**config.mk**
```make
export PLATFORM = sky130hd
export DESIGN_NAME = seg_scan_driver_flat
export DESIGN_NICKNAME = d
export VERILOG_FILES = /design/src/rtl/seg_scan_driver_pkg.sv /design/src/rtl/seg_scan_if.sv /design/src/rtl/seg_scan_tick_gen.sv /design/src/rtl/seg_scan_driver.sv /design/src/flat_wrapper.sv
export SDC_FILE = /design/constraint.sdc
export NUM_CORES = 1
export LEC_CHECK = 0
export CAP_MARGIN = 40
export CORE_ASPECT_RATIO = 0.9
export CORE_UTILIZATION = 46
export DETAILED_ROUTE_END_ITERATION = 8
export PLACE_DENSITY = 0.79
export SETUP_SLACK_MARGIN = 0.2
export SYNTH_ARGS = -nofsm -noshare
export SYNTH_HDL_FRONTEND = slang
export SYNTH_SLANG_ARGS = --single-unit
export TNS_END_PERCENT = 100
```
**constraint.sdc**
```tcl
create_clock -name clk -period 2.85 [get_ports clk]
set_input_delay 0.4275 -clock clk [delete_from_list [all_inputs] [get_ports clk]]
set_output_delay 0.4275 -clock clk [all_outputs]
set_load 0.05 [all_outputs]
```
**src/rtl/seg_scan_driver_pkg.sv**
```systemverilog
// Shared constants and helpers for the segment scan path (pattern encoders upstream use the same defaults).
// Optional feature macro: SEG_DIMMING_EN (adds the brightness input).
package seg_scan_driver_pkg;

  localparam int DIGITS_DEF       = 6;
  localparam int SEG_W_DEF        = 7;
  localparam int TICK_DIV_DEF     = 50000;
  localparam int BLANK_CYCLES_DEF = 2;

  typedef struct packed {
    logic wrap;  // last cycle of the last digit slot
    logic lit;   // current cnt lies inside the lit window
  } tick_flags_t;

  // Exclusive end of the lit window for a given 3-bit brightness code.
  function automatic logic [31:0] lit_end(input logic [31:0] tick_div,
                                          input logic [31:0] blank,
                                          input logic [2:0]  br);
    return blank + (((32'(br) + 32'd1) * (tick_div - blank)) >> 3);
  endfunction

endpackage

```
**src/rtl/seg_scan_if.sv**
```systemverilog
// Pattern bus in, shared seg/an pins and frame pulse out.
// Optional feature macro: SEG_DIMMING_EN (adds brightness).
interface seg_scan_if #(
  parameter int DIGITS = 6,
  parameter int SEG_W  = 7
);
  logic [DIGITS*SEG_W-1:0] display;
  logic [SEG_W-1:0]        seg;
  logic [DIGITS-1:0]       an;
  logic                    frame_start;
`ifdef SEG_DIMMING_EN
  logic [2:0]              brightness;

  modport master (output display, brightness, input seg, an, frame_start);
  modport slave  (input display, brightness, output seg, an, frame_start);
`else
  modport master (output display, input seg, an, frame_start);
  modport slave  (input display, output seg, an, frame_start);
`endif
endinterface

```
**src/rtl/seg_scan_tick_gen.sv**
```systemverilog
// Slot timer: cycle counter, digit index, frame wrap and lit-window decode.
// Optional feature macro: SEG_DIMMING_EN (shortens the lit window by brightness).
module scan_tick_gen
  import seg_scan_driver_pkg::*;
#(
  parameter  int DIGITS       = DIGITS_DEF,
  parameter  int TICK_DIV     = TICK_DIV_DEF,
  parameter  int BLANK_CYCLES = BLANK_CYCLES_DEF,
  localparam int CW           = $clog2(TICK_DIV),
  localparam int IW           = (DIGITS > 1) ? $clog2(DIGITS) : 1
) (
  input  logic          clk,
  input  logic          reset,
`ifdef SEG_DIMMING_EN
  input  logic [2:0]    brightness_i,
`endif
  output logic [IW-1:0] idx_o,
  output tick_flags_t   flags_o
);

  logic [CW-1:0] cnt_q, cnt_d;
  logic [IW-1:0] idx_q, idx_d;
  logic          slot_end;
  logic [31:0]   cnt32;

  assign slot_end = (cnt_q == CW'(TICK_DIV - 1));
  assign cnt32    = 32'(cnt_q);

  always_comb begin
    cnt_d = slot_end ? '0 : cnt_q + 1'b1;
    idx_d = idx_q;
    if (slot_end)
      idx_d = (idx_q == IW'(DIGITS - 1)) ? '0 : idx_q + 1'b1;
  end

  always_ff @(posedge clk) begin
    if (reset) begin
      cnt_q <= '0;
      idx_q <= '0;
    end else begin
      cnt_q <= cnt_d;
      idx_q <= idx_d;
    end
  end

  assign idx_o        = idx_q;
  assign flags_o.wrap = slot_end && (idx_q == IW'(DIGITS - 1));
`ifdef SEG_DIMMING_EN
  // Brightness is taken live every cycle; only the display frame is snapshotted.
  assign flags_o.lit  = (cnt32 >= 32'(BLANK_CYCLES)) &&
                        (cnt32 <  lit_end(32'(TICK_DIV), 32'(BLANK_CYCLES), brightness_i));
`else
  assign flags_o.lit  = (cnt32 >= 32'(BLANK_CYCLES));
`endif

endmodule

```
**src/rtl/seg_scan_driver.sv**
```systemverilog
// Time-multiplexes a DIGITS x SEG_W pattern bus onto shared seg/an pins with per-frame snapshot.
// Optional feature macro: SEG_DIMMING_EN (brightness-controlled on-time).
module seg_scan_driver
  import seg_scan_driver_pkg::*;
#(
  parameter int DIGITS       = DIGITS_DEF,
  parameter int SEG_W        = SEG_W_DEF,
  parameter int TICK_DIV     = TICK_DIV_DEF,
  parameter int BLANK_CYCLES = BLANK_CYCLES_DEF,
  parameter int ACTIVE_LOW   = 1
) (
  input logic        clk,
  input logic        reset,
  seg_scan_if.slave  bus
);

  localparam int IW = (DIGITS > 1) ? $clog2(DIGITS) : 1;
  // Off levels double as XOR masks that apply pin polarity.
  localparam logic [SEG_W-1:0]  SEG_OFF = (ACTIVE_LOW != 0) ? '1 : '0;
  localparam logic [DIGITS-1:0] AN_OFF  = (ACTIVE_LOW != 0) ? '1 : '0;

  logic [IW-1:0]                  idx;
  tick_flags_t                    flags;
  logic [DIGITS-1:0][SEG_W-1:0]   frame_q, frame_d;
  logic [SEG_W-1:0]               seg_q, seg_d;
  logic [DIGITS-1:0]              an_q, an_d;
  logic                           fs_q, fs_d;

  scan_tick_gen #(
    .DIGITS       (DIGITS),
    .TICK_DIV     (TICK_DIV),
    .BLANK_CYCLES (BLANK_CYCLES)
  ) u_tick (
    .clk          (clk),
    .reset        (reset),
`ifdef SEG_DIMMING_EN
    .brightness_i (bus.brightness),
`endif
    .idx_o        (idx),
    .flags_o      (flags)
  );

  always_comb begin
    frame_d = flags.wrap ? bus.display : frame_q;
    fs_d    = flags.wrap;
    seg_d   = SEG_OFF;
    an_d    = AN_OFF;
    if (flags.lit) begin
      seg_d = frame_q[idx] ^ SEG_OFF;
      an_d  = (DIGITS'(1) << idx) ^ AN_OFF;
    end
  end

  // Reset keeps reloading the frame so the first post-reset slot shows current data.
  always_ff @(posedge clk) begin
    if (reset) begin
      frame_q <= bus.display;
      fs_q    <= 1'b0;
      seg_q   <= SEG_OFF;
      an_q    <= AN_OFF;
    end else begin
      frame_q <= frame_d;
      fs_q    <= fs_d;
      seg_q   <= seg_d;
      an_q    <= an_d;
    end
  end

  assign bus.seg         = seg_q;
  assign bus.an          = an_q;
  assign bus.frame_start = fs_q;

endmodule
```
**src/flat_wrapper.sv**
```systemverilog
// flat-port wrapper written by rule: the top's interface ports become plain ports
module seg_scan_driver_flat import seg_scan_driver_pkg::*;
#(
  parameter int DIGITS       = DIGITS_DEF,
  parameter int SEG_W        = SEG_W_DEF,
  parameter int TICK_DIV     = TICK_DIV_DEF,
  parameter int BLANK_CYCLES = BLANK_CYCLES_DEF,
  parameter int ACTIVE_LOW   = 1
)
  (clk, reset, bus_display, bus_seg, bus_an, bus_frame_start);
  seg_scan_if #(.DIGITS(DIGITS), .SEG_W(SEG_W)) bus_i ();
  input logic clk;
  input logic reset;
  input wire logic [$bits(bus_i.display)-1:0] bus_display;
  output wire logic [$bits(bus_i.seg)-1:0] bus_seg;
  output wire logic [$bits(bus_i.an)-1:0] bus_an;
  output wire logic [$bits(bus_i.frame_start)-1:0] bus_frame_start;
  assign bus_i.display = bus_display;
  assign bus_seg = bus_i.seg;
  assign bus_an = bus_i.an;
  assign bus_frame_start = bus_i.frame_start;
  seg_scan_driver #(.DIGITS(DIGITS), .SEG_W(SEG_W), .TICK_DIV(TICK_DIV), .BLANK_CYCLES(BLANK_CYCLES), .ACTIVE_LOW(ACTIVE_LOW)) u_core (.clk(clk), .reset(reset), .bus(bus_i));
endmodule
```
== After elaboration in Yosys (flattened, before gate mapping) ==
Index checks and enable logic that the tools add are counted.

* Bits in registers: 75
* Word-level logic and storage cells: 30

* $add $sub $neg: 2
* $lt $le $gt $ge: 2
* Equality and inequality tests: 2
* Shifts and indexed selects: 1
* Multiplexer cells: 5
* Bitwise logic cells: 3
* Reductions and logical operators: 4

{| class="wikitable"
|+ Operators with widths
! cell !! number
|-
| two-way mux 42 bit || 2
|-
| binary-select mux 7 bit (select 3 bit) || 1
|-
| adder 16 x 1 -> 16 bit, second input constant || 1
|-
| == test 16 bit, second input constant || 1
|-
| >= comparator 16 x 2 -> 1 bit, second input constant || 1
|-
| two-way mux 7 bit || 1
|-
| NOT 7 bit || 1
|-
| NOT 6 bit || 1
|-
| << shifter 1 x 3 -> 6 bit, first input constant || 1
|-
| < comparator 3 x 4 -> 1 bit, second input constant || 1
|-
| OR reduction 2 bit || 2
|-
| adder 3 x 1 -> 3 bit, second input constant || 1
|-
| == test 3 bit, second input constant || 1
|-
| two-way mux 3 bit || 1
|-
| nonzero test 2 bit || 1
|-
| logical AND 1 bit || 1
|-
| NOT 1 bit || 1
|}

== Depth between registers and ports, before layout ==
Gate-level depths: netlist of run 1.

* Depth in word-level cells: 4
* Gate-level depth with buffers: 8
* Mapped depth without buffers: 5

== Modules after synthesis ==
A second synthesis of run 1 with hierarchy kept.

* Cells, all modules: 211
* Area, all modules: 2,922.8 µm²

{| class="wikitable"
|+ By module, submodules not included
! module !! times used !! cells an instance !! area an instance (µm²) !! seq. area each (µm²)
|-
| seg_scan_driver || 1 || 103 || 1,956.9 || 1,541.5
|-
| scan_tick_gen || 1 || 108 || 965.9 || 380.4
|}

== Least setup slack after synthesis of run 1 ==
No wires, ideal clock.

* Path kind: register to register
* Start point: register u_core.u_tick.cnt_q[13]
* End point: register u_core.frame_q[0] in the netlist's numbering (enable)
* Setup time: 0.400 ns
* Arrival time: 2.354 ns
* Setup slack: 0.096 ns
* Cell stages (with the launch flop): 5
* Buffers on the path: 0
* Period minus slack after synthesis: 2.754 ns
* Cells stage by stage: dfxtp_1 > or4_4 > nor4_4 > nand3_1 > nand2_1

* Longest elaborated chain between the ends: 3

{| class="wikitable"
|+ Ends and longest elaborated chain
! what !! line !! text
|-
| from (decl) || seg_scan_tick_gen.sv:21 || <nowiki>logic [CW-1:0] cnt_q, cnt_d;</nowiki>
|-
| from (signal assigned) || seg_scan_tick_gen.sv:41 || <nowiki>cnt_q <= cnt_d;</nowiki>
|-
| == test 16 bit || seg_scan_tick_gen.sv:26 || <nowiki>assign slot_end = (cnt_q == CW'(TICK_DIV - 1));</nowiki>
|-
| logical AND 1 bit || seg_scan_tick_gen.sv:47 || <nowiki>assign flags_o.wrap = slot_end && (idx_q == IW'(DIGITS - 1));</nowiki>
|-
| nonzero test 2 bit (no source line) || n/a ||
|-
| to (signal assigned) || seg_scan_driver.sv:57 || <nowiki>frame_q <= bus.display;</nowiki>
|-
| to (signal assigned) || seg_scan_driver.sv:62 || <nowiki>frame_q <= frame_d;</nowiki>
|-
| to (decl) || seg_scan_driver.sv:24 || <nowiki>logic [DIGITS-1:0][SEG_W-1:0] frame_q, frame_d;</nowiki>
|}

No other way between the ends.
A chain may end at the register's enable or synchronous reset.

== Worst setup path in the final report of run 1 ==
* Start point: register u_core.u_tick.cnt_q[13]
* End point: register u_core.frame_q[41] in the netlist's numbering (enable)

The elaborated chain is that of the path after synthesis.

==> impl_metrics.tcl, run 1 <==
set metrics [dict create \
    yosysWarnings 0 \
    die_w_um 85.8 \
    rows 27 \
    p_per_area_mw_per_mm2 635 \
    grt_pass1_vias 1913 \
    hp-class "reg2reg" \
    io_buffers 57 \
    drive_gt1_frac 0.152 \
    dp_slack_ns 0.624 \
    final_core_util 0.626 \
    start_util 0.476 \
    dr.pass1.iters 5 \
    die_height_um 77.5 \
    hold_viol_final 0 \
    grt_max_degree 43 \
    post_cts_buffers 0 \
    finalWeightedCongestion 0.764 \
    status "finished clean" \
    dp.cells 354 \
    grt_pass1_wl_um 8820 \
    cts.sinks 75 \
    async_reset_ff_frac 0 \
    cp_data_arrival_time_ns 2.27 \
    drv_cap 0 \
    period_minus_slack_ns 2.24 \
    yosys.cell_types.count 40 \
    htreeDepth 3 \
    synth_nets 262 \
    groute.usage.overall 0.179 \
    die-area_mm2 0.00665 \
    slew_violations 0 \
    synth_edf_count 42 \
    grt_overflow 0 \
    core_mm2 0.00611 \
    clock-skew-final_ns 0.00816 \
    r2r_setup_slack_ns 0.61 \
    hold_path_depth 1 \
    nets 325 \
    wirelength_um 5250 \
    setup_slack_ns 0.614 \
    max-vdd-ir-drop_mv 0.415 \
    syn-instance-count 215 \
    grt_antenna_before_repair 0 \
    hp-start "u_core.u_tick.cnt_q[0]" \
    dpl.hpwl_um 3640 \
    ctsResizeCount 0 \
    crit_fanout 42 \
    max_freq_mhz 447 \
    slew-limit-headroom 0.625 \
    rsz0062_at_grt "false" \
    netlist_area_mm2 0.00291 \
    ys_seq_elements 75 \
    antenna_cells 0 \
    setup-tns-final_ns 0 \
    fin_crit_sh 0.785 \
    p_leak_nw 1.31 \
    rr_endpoint "u_core.frame_q[41]" \
    dr.first_iter.drc_count 166 \
    r2r_cells 5 \
    syn_to_final_growth_pct 31.6 \
    cts_root_buffer "clkbuf_8" \
    final_cell_count_no_fill 370 \
    endpoint_kind "flip-flop" \
    hold_buffers 0 \
    hold_slack_ns 0.493 \
    setup_viol 0 \
    ys.flop_type "edfxtp_1" \
    drt-wirelength-per-cell_um 14.2 \
    clkSlewWorstSetupHoldPaths_ns 0.07 \
    vias 1811 \
    syn_avg_cell_area_um2 13.5 \
    cts_buffers 9 \
    cts_tree "built" \
    drt-vias-per-instance 4.89 \
    clk-insertion-delay-late_ns 0.34 \
    cts.path.max_buffers 2 \
    drtAntennaViolNets 0 \
    rr_startpoint "u_core.u_tick.cnt_q[13]" \
    tightest_slew_ns 0.561 \
    hold_end "u_core.u_tick.cnt_q[0]" \
    drc_errors 0 \
    yosysSeqAreaShare 0.660 \
    startpoint_type "flip-flop" \
    crit_type "reg2reg" \
    ios 58 \
    cp_data_required_time_ns 2.88 \
]
-- cell usage after synthesis, drive strengths merged, types with 4 or more instances --
| cell | instances | share of area |
|---|---|---|
| xnor2 | 10 | 0.030 |
| mux4 | 7 | 0.054 |
| nand3 | 10 | 0.017 |
| o21ai | 9 | 0.015 |
| edfxtp | 42 | 0.43 |
| mux2i | 8 | 0.028 |
| nand2 | 21 | 0.027 |
| nor2 | 24 | 0.040 |
| nor3 | 4 | 0.0069 |
| a21oi | 4 | 0.0069 |
| nand4 | 5 | 0.011 |
| clkbuf | 4 | 0.0090 |
| dfxtp | 33 | 0.23 |
| buf | 5 | 0.015 |
-- flip-flops by register name, summed over array words and instances, names as in the netlist --
register                count
u_core.u_tick.idx_o         3
u_core.u_tick.cnt_q        16
u_core.frame_q             42
u_core.bus.seg              7
u_core.bus.frame_start      1
u_core.bus.an               6
-- worst max-delay path, cell delays in order (launching register included) --
cell and delay, ns:
dfxtp_1 0.35, or4_4 0.57, nor4_4 0.44, nand3_1 0.19, nand2_2 0.13, buf_12 0.23
-- layer usage --
metal / GRT usage / vias up / wire (µm)
met5: 0 / - / 0
met4: 0.0850 / 0 / 78
met3: 0.0521 / 9 / 246
met2: 0.308 / 49 / 2740
met1: 0.206 / 854 / 2190
li1: - / 899 / -
-- per-stage QoR --
stage | area, µm² | power [mW]
after floorplan | 2910 | 1.31
after global placement | 3560 | 1.40
after detailed placement | 3560 | 1.41
after CTS | 3830 | 2.46
after global routing | 3830 | 2.51
final | 3830 | 2.43
-- layout make-up --
class	instances	area, µm²
Fill cell	485	2290
Sequential cell	75	1920
Multi-Input combinational cell	127	905
Timing Repair Buffer	61	613
Clock inverter	6	138
Clock buffer	10	128
Tap cell	87	109
Inverter	4	15.0
-- power by group --
group / internal, mW / switching, mW
combinational: 0.0900 / 0.0815
clock: 0.673 / 0.380
sequential: 1.19 / 0.0171
-- cells by family after synthesis --
family                     count (synthesis)  synth area share
AOI/OAI and AO/OA                         15            0.0292
buffers and inverters                     13            0.0297
DFF                                       75             0.660
muxes                                     15            0.0817
xor gates and xnor gates                  13            0.0391
and+or+nand+nor                           81             0.147
adders and majority gates                  3            0.0129
-- worst max-delay path by stage --
stage / slack, ns / to / start
2_1_floorplan: 0.47 / u_core.frame_q[0] / u_core.u_tick.cnt_q[13]
3_3_place_gp: 0.67 / u_core.frame_q[20] / u_core.u_tick.cnt_q[13]
3_5_place_dp: 0.62 / u_core.frame_q[17] / u_core.u_tick.cnt_q[13]
4_1_cts: 0.61 / u_core.frame_q[41] / u_core.u_tick.cnt_q[13]
5_1_grt: 0.47 / u_core.frame_q[41] / u_core.u_tick.cnt_q[0]
6_report: 0.61 / u_core.frame_q[41] / u_core.u_tick.cnt_q[13]
-- cell usage in the layout (no fill, tap or decap), types with 4 or more instances in the layout --
cell / count
a21oi_1: 4
bufinv_16: 4
clkbuf_8: 9
clkdlybuf4s50_1: 57
dfxtp_1: 33
edfxtp_1: 42
mux2i_1: 8
mux4_2: 7
nand2_1: 20
nand3_1: 10
nand4_1: 5
nor2_1: 14
nor2_2: 10
nor3_1: 4
o21ai_0: 9
xnor2_1: 10
Power figures use the tool's default switching activity.
==> run 2, diff against run 1 <==
clock period = 1.9 ns   (was 2.85 ns; I/O delays follow)
==> run 2 against run 1 <==
The flow now finishes with violations (negative setup slack). Highest routed layer unchanged. Sequential share of layout area down 3.6 points. Final cell count increased by 6.2%. Cell area rose by 7.8%.
==> impl_metrics.tcl, run 2 (synthesis gave the netlist of run 1 again) <==
set metrics [dict create \
    status "complete, but fails checks" \
    violations "negative setup slack" \
    finalWeightedCongestion 0.789 \
    ios 58 \
    die_height_um 77.5 \
    endpoint_kind "flip-flop" \
    groute.usage.overall 0.185 \
    slew_violations 0 \
    hold_path_depth 1 \
    cp_data_arrival_time_ns 1.96 \
    grt_max_degree 26 \
    clkSlewWorstSetupHoldPaths_ns 0.08 \
    p_leak_nw 1.41 \
    drive_gt1_frac 0.242 \
    max_freq_mhz 520 \
    grt_overflow 0 \
    combPwrFrac 0.086 \
    clock-skew-final_ns 0.0119 \
    die_w_um 85.8 \
    largest_reg_flops 42 \
    die-area_mm2 0.00665 \
    top_register "u_core.frame_q" \
    hp-start "bus_display[38]" \
    max-vdd-ir-drop_mv 0.574 \
    r2r_cells 5 \
    p_int_mw 2.69 \
    rr_startpoint "u_core.u_tick.cnt_q[7]" \
    dpl.hpwl_um 3680 \
    final_common_cell "clkdlybuf4s50_1" \
    r2r_setup_slack_ns -0.02 \
    drtAntennaViolNets 0 \
    rr_endpoint "u_core.frame_q[1]" \
    core_mm2 0.00611 \
    drv_cap 0 \
    clk-insertion-delay-late_ns 0.33 \
    drt-wirelength-per-cell_um 14.5 \
    rows 27 \
    pwr-share-seq 0.529 \
    final_area_mm2 0.00413 \
    period_minus_slack_ns 1.92 \
    htreeDepth 3 \
    switching_share 0.211 \
    cts_tree "built" \
    hp-class "in2reg" \
    nets 348 \
    crit_fanout 10 \
    cp_data_required_time_ns 1.94 \
    grt_antenna_before_repair 0 \
    cts_buffers 9 \
    clkPwrFrac 0.385 \
    p_per_area_mw_per_mm2 827 \
    setup_viol 42 \
    p_switching_uw 720 \
    dr.first_iter.drc_count 119 \
    setup_slack_ns -0.0241 \
    start_util 0.476 \
    p_total_mw 3.41 \
    io_buffers 57 \
    drt-vias-per-instance 4.97 \
    vias 1954 \
    startpoint_type "flip-flop" \
    hold_end "u_core.frame_q[38]" \
    rsz0062_at_grt "true" \
    slew-limit-headroom 0.459 \
    grt_pass1_wl_um 9110 \
    dr.pass1.iters 4 \
    antenna_cells 0 \
    drc_errors 0 \
    cts.path.max_buffers 2 \
    postPlaceCellArea_mm2 0.00371 \
    hold_buffers 0 \
    syn_to_final_growth_pct 41.8 \
    hold_viol_final 0 \
    cts_root_buffer "clkbuf_8" \
    grt_pass1_vias 1875 \
    fin_crit_sh 1.01 \
    wirelength_um 5710 \
    tightest_slew_ns 0.811 \
    most-common-layout-cells "43 x clkdlybuf4s50_1, 42 x edfxtp_1, 32 x dfxtp_1" \
    cts.sinks 75 \
    crit_type "reg2reg" \
]
## run 2: worst max-delay path by stage
stage	startpoint	to	slack (ns)	depth (start not counted)
floorplan	u_core.u_tick.cnt_q[7]	u_core.frame_q[0]	-0.13	4
global placement	u_core.u_tick.cnt_q[7]	u_core.frame_q[23]	-0.05	4
detailed placement	u_core.u_tick.cnt_q[7]	u_core.frame_q[21]	-0.08	4
CTS	u_core.u_tick.cnt_q[7]	u_core.frame_q[21]	-0.03	5
global route	u_core.u_tick.cnt_q[7]	u_core.frame_q[1]	-0.07	5
finish	u_core.u_tick.cnt_q[7]	u_core.frame_q[1]	-0.02	5
## run 2: power by group through the flow
| stage | logic [mW] | registers [mW] | clock network [mW] |
|---|---|---|---|
| 6_report | 0.292 | 1.81 | 1.31 |
| 4_1_cts | 0.282 | 1.81 | 1.34 |
| 5_1_grt | 0.314 | 1.81 | 1.41 |
| 3_3_place_gp | 0.269 | 1.84 | 0 |
| 2_1_floorplan | 0.0824 | 1.89 | 0 |
| 3_5_place_dp | 0.272 | 1.84 | 0 |
## run 2: cell type report
class	instances	area, µm²
Fill cell	432	1990
Inverter	4	15.0
Multi-Input combinational cell	131	1080
Tap cell	87	109
Timing Repair Buffer	80	783
Clock buffer	12	139
Clock inverter	4	75.1
Sequential cell	75	1920
## run 2: through the flow
step | hold slack (ns) | cells | worst slack, ns | setup TNS [ns] | util
2_1_floorplan | 0.357 | 215 | -0.128 | -5.38 | -
3_3_place_gp | 0.493 | 370 | -0.0473 | -1.92 | 0.607
3_5_place_dp | 0.511 | 370 | -0.0765 | -3.15 | 0.607
4_1_cts | 0.489 | 391 | -0.0254 | -0.317 | 0.663
5_1_grt | 0.476 | 393 | -0.0726 | -2.51 | 0.675
6_report | 0.499 | 393 | -0.0241 | -0.627 | 0.675
## run 2: what timing repair did
item | in CTS | in global routing
setup buffers | 2 | 1
pin swaps | 7 | 5
cloned | 3 | 1
endpoints found under the setup margin | 73 | 61
gates resized for setup | 30 | 12
## run 2: worst max-delay path, cell delays in order (launching register included)
cell     delay, ns
dfxtp_2       0.32
or4_4         0.55
nor4_4        0.34
nand3_4       0.12
buf_12        0.18
nand2_8       0.12
## run 2: per-layer routing
layer / vias to the layer above / global-route usage / routed length [µm]
met5: - / 0 / 0
met4: 0 / 0.0833 / 56
met3: 5 / 0.0415 / 299
met2: 68 / 0.285 / 2800
met1: 928 / 0.250 / 2550
li1: 953 / - / -
==> run 3, diff against run 2 <==
REMOVE_ABC_BUFFERS = 1   (was not set)
==> run 3 against run 2 <==
The flow still finishes with violations (negative setup slack). Non-clock buffer count is 4 higher. Utilization is 1.6 points lower. Combinational power is 1% lower. Highest routed layer unchanged.
==> impl_metrics.tcl, run 3 (synthesis gave the netlist of run 1 again) <==
set metrics [dict create \
    startpoint_type "flip-flop" \
    core_mm2 0.00611 \
    htreeDepth 3 \
    r2r_setup_slack_ns -0.06 \
    clkSlewWorstSetupHoldPaths_ns 0.09 \
    ios 58 \
    tightest_slew_ns 0.522 \
    max-vdd-ir-drop_mv 0.541 \
    antenna_cells 0 \
    hp-start "bus_display[16]" \
    hold_viol_final 0 \
    combPwrFrac 0.083 \
    cts_buffers 9 \
    dr.first_iter.drc_count 107 \
    setup_viol 42 \
    drt-wirelength-per-cell_um 14.8 \
    syn_to_final_growth_pct 38.4 \
    clk-insertion-delay-late_ns 0.35 \
    rr_startpoint "u_core.u_tick.cnt_q[13]" \
    p_switching_uw 762 \
    hold_slack_ns 0.485 \
    drv_cap 0 \
    hp-class "in2reg" \
    crit_type "reg2reg" \
    cp_data_arrival_time_ns 2.00 \
    largest_reg_flops 42 \
    rr_endpoint "u_core.frame_q[17]" \
    cts_tree "built" \
    dpl.hpwl_um 3700 \
    io_buffers 57 \
    p_int_mw 2.72 \
    endpoint_kind "flip-flop" \
    slew-limit-headroom 0.653 \
    grt_max_degree 26 \
    finalWeightedCongestion 0.815 \
    wirelength_um 5840 \
    p_per_area_mw_per_mm2 865 \
    die_w_um 85.8 \
    cp_data_required_time_ns 1.95 \
    grt_antenna_before_repair 0 \
    drtAntennaViolNets 0 \
    hold_path_depth 1 \
    pwr-share-seq 0.518 \
    die_height_um 77.5 \
    fillers 439 \
    final_core_util 0.659 \
    dr.pass1.iters 4 \
    nets 348 \
    fin_crit_sh 1.03 \
    postPlaceCellArea_mm2 0.00371 \
    cts_root_buffer "clkbuf_8" \
    period_minus_slack_ns 1.96 \
    start_util 0.476 \
    drc_errors 0 \
    p_leak_nw 1.42 \
    grt_overflow 0 \
    cp-startpoint "u_core.u_tick.cnt_q[13]" \
    grt_pass1_vias 1996 \
    clkPwrFrac 0.399 \
    final_area_mm2 0.00403 \
    grt_pass1_wl_um 9580 \
    status "complete, but fails checks" \
    p_total_mw 3.48 \
    slew_violations 0 \
    rsz0062_at_grt "true" \
    most-common-layout-cells "43 x clkdlybuf4s50_1, 42 x edfxtp_1, 33 x dfxtp_1" \
    regArea_mm2 0.00192 \
    cts.path.max_buffers 2 \
    clock-skew-final_ns 0.0159 \
    vias 1946 \
    drive_gt1_frac 0.222 \
    rows 27 \
    multi_input_area_um2 917 \
    switching_share 0.219 \
    groute.usage.overall 0.194 \
    final_common_cell "clkdlybuf4s50_1" \
    violations "negative setup slack" \
    cts.sinks 75 \
    final_cell_count_no_fill 393 \
    hold_end "u_core.frame_q[16]" \
    die-area_mm2 0.00665 \
    drt-vias-per-instance 4.95 \
    setup_slack_ns -0.0561 \
    r2r_cells 5 \
    dp.cells 371 \
    max_freq_mhz 511 \
    top_register "u_core.frame_q" \
    crit_fanout 21 \
]
-- run 3: changes by cell type in the layout (fill, tap and decap cells not counted), sizes merged --
cell    before  now
clkinv       2    3
clkbuf      12   11
nand2       25   21
buf         23   27
-- run 3: repair_timing --
| item | 4_1_cts | 5_1_grt |
|---|---|---|
| gates resized for setup | 20 | 1 |
| hold buffers | 0 | 0 |
| pin swaps | 2 | 0 |
| setup endpoints to repair | 73 | 61 |
| hold endpoints to repair | 0 | 0 |
| setup buffers | 3 | 1 |
| cloned | 2 | 0 |
-- run 3: worst max-delay path by stage --
stage / end / cells past startpoint / slack, ns
after global routing: u_core.frame_q[38] / 5 / -0.12
after CTS: u_core.frame_q[17] / 5 / -0.03
after global placement: u_core.frame_q[17] / 5 / -0.04
after floorplan: u_core.frame_q[0] / 4 / -0.89
after detailed placement: u_core.frame_q[21] / 5 / -0.08
final: u_core.frame_q[17] / 5 / -0.06
-- run 3: power groups by stage --
stage | clock [mW] | sequential (mW) | combinational (mW)
3_3_place_gp | 0 | 1.84 | 0.274
5_1_grt | 1.47 | 1.81 | 0.307
3_5_place_dp | 0 | 1.84 | 0.278
2_1_floorplan | 0 | 1.89 | 0.0648
6_report | 1.39 | 1.81 | 0.288
4_1_cts | 1.42 | 1.81 | 0.287
-- run 3: per-stage QoR --
stage	setup WS [ns]	setup TNS [ns]
6_report	-0.0561	-1.72
5_1_grt	-0.121	-5.09
4_1_cts	-0.0263	-0.568
3_5_place_dp	-0.0815	-3.36
3_3_place_gp	-0.0398	-1.61
2_1_floorplan	-0.895	-38.79
-- run 3: area by class of cell --
| type | count | area share |
|---|---|---|
| repair buffers | 84 | 0.208 |
| multi-input cells | 127 | 0.228 |
| flip-flops and latches | 75 | 0.477 |
| clock buffers | 11 | 0.0351 |
| clock inverters | 5 | 0.0214 |
| well taps | 87 | 0.0270 |
| inverters | 4 | 0.00373 |
-- run 3: metal layers --
layer | global-route usage | part of all wire | vias to the layer above
met5 | 0 | 0 | -
met4 | 0.0733 | 0.015 | 0
met3 | 0.0521 | 0.047 | 8
met2 | 0.333 | 0.52 | 50
met1 | 0.234 | 0.42 | 937
li1 | - | - | 951
-- run 3: worst max-delay path: stages (launching register included) --
cell	delay (ns)
dfxtp_1	0.32
or4_4	0.55
nor4_4	0.30
nand3_2	0.16
nand2_4	0.15
buf_12	0.18
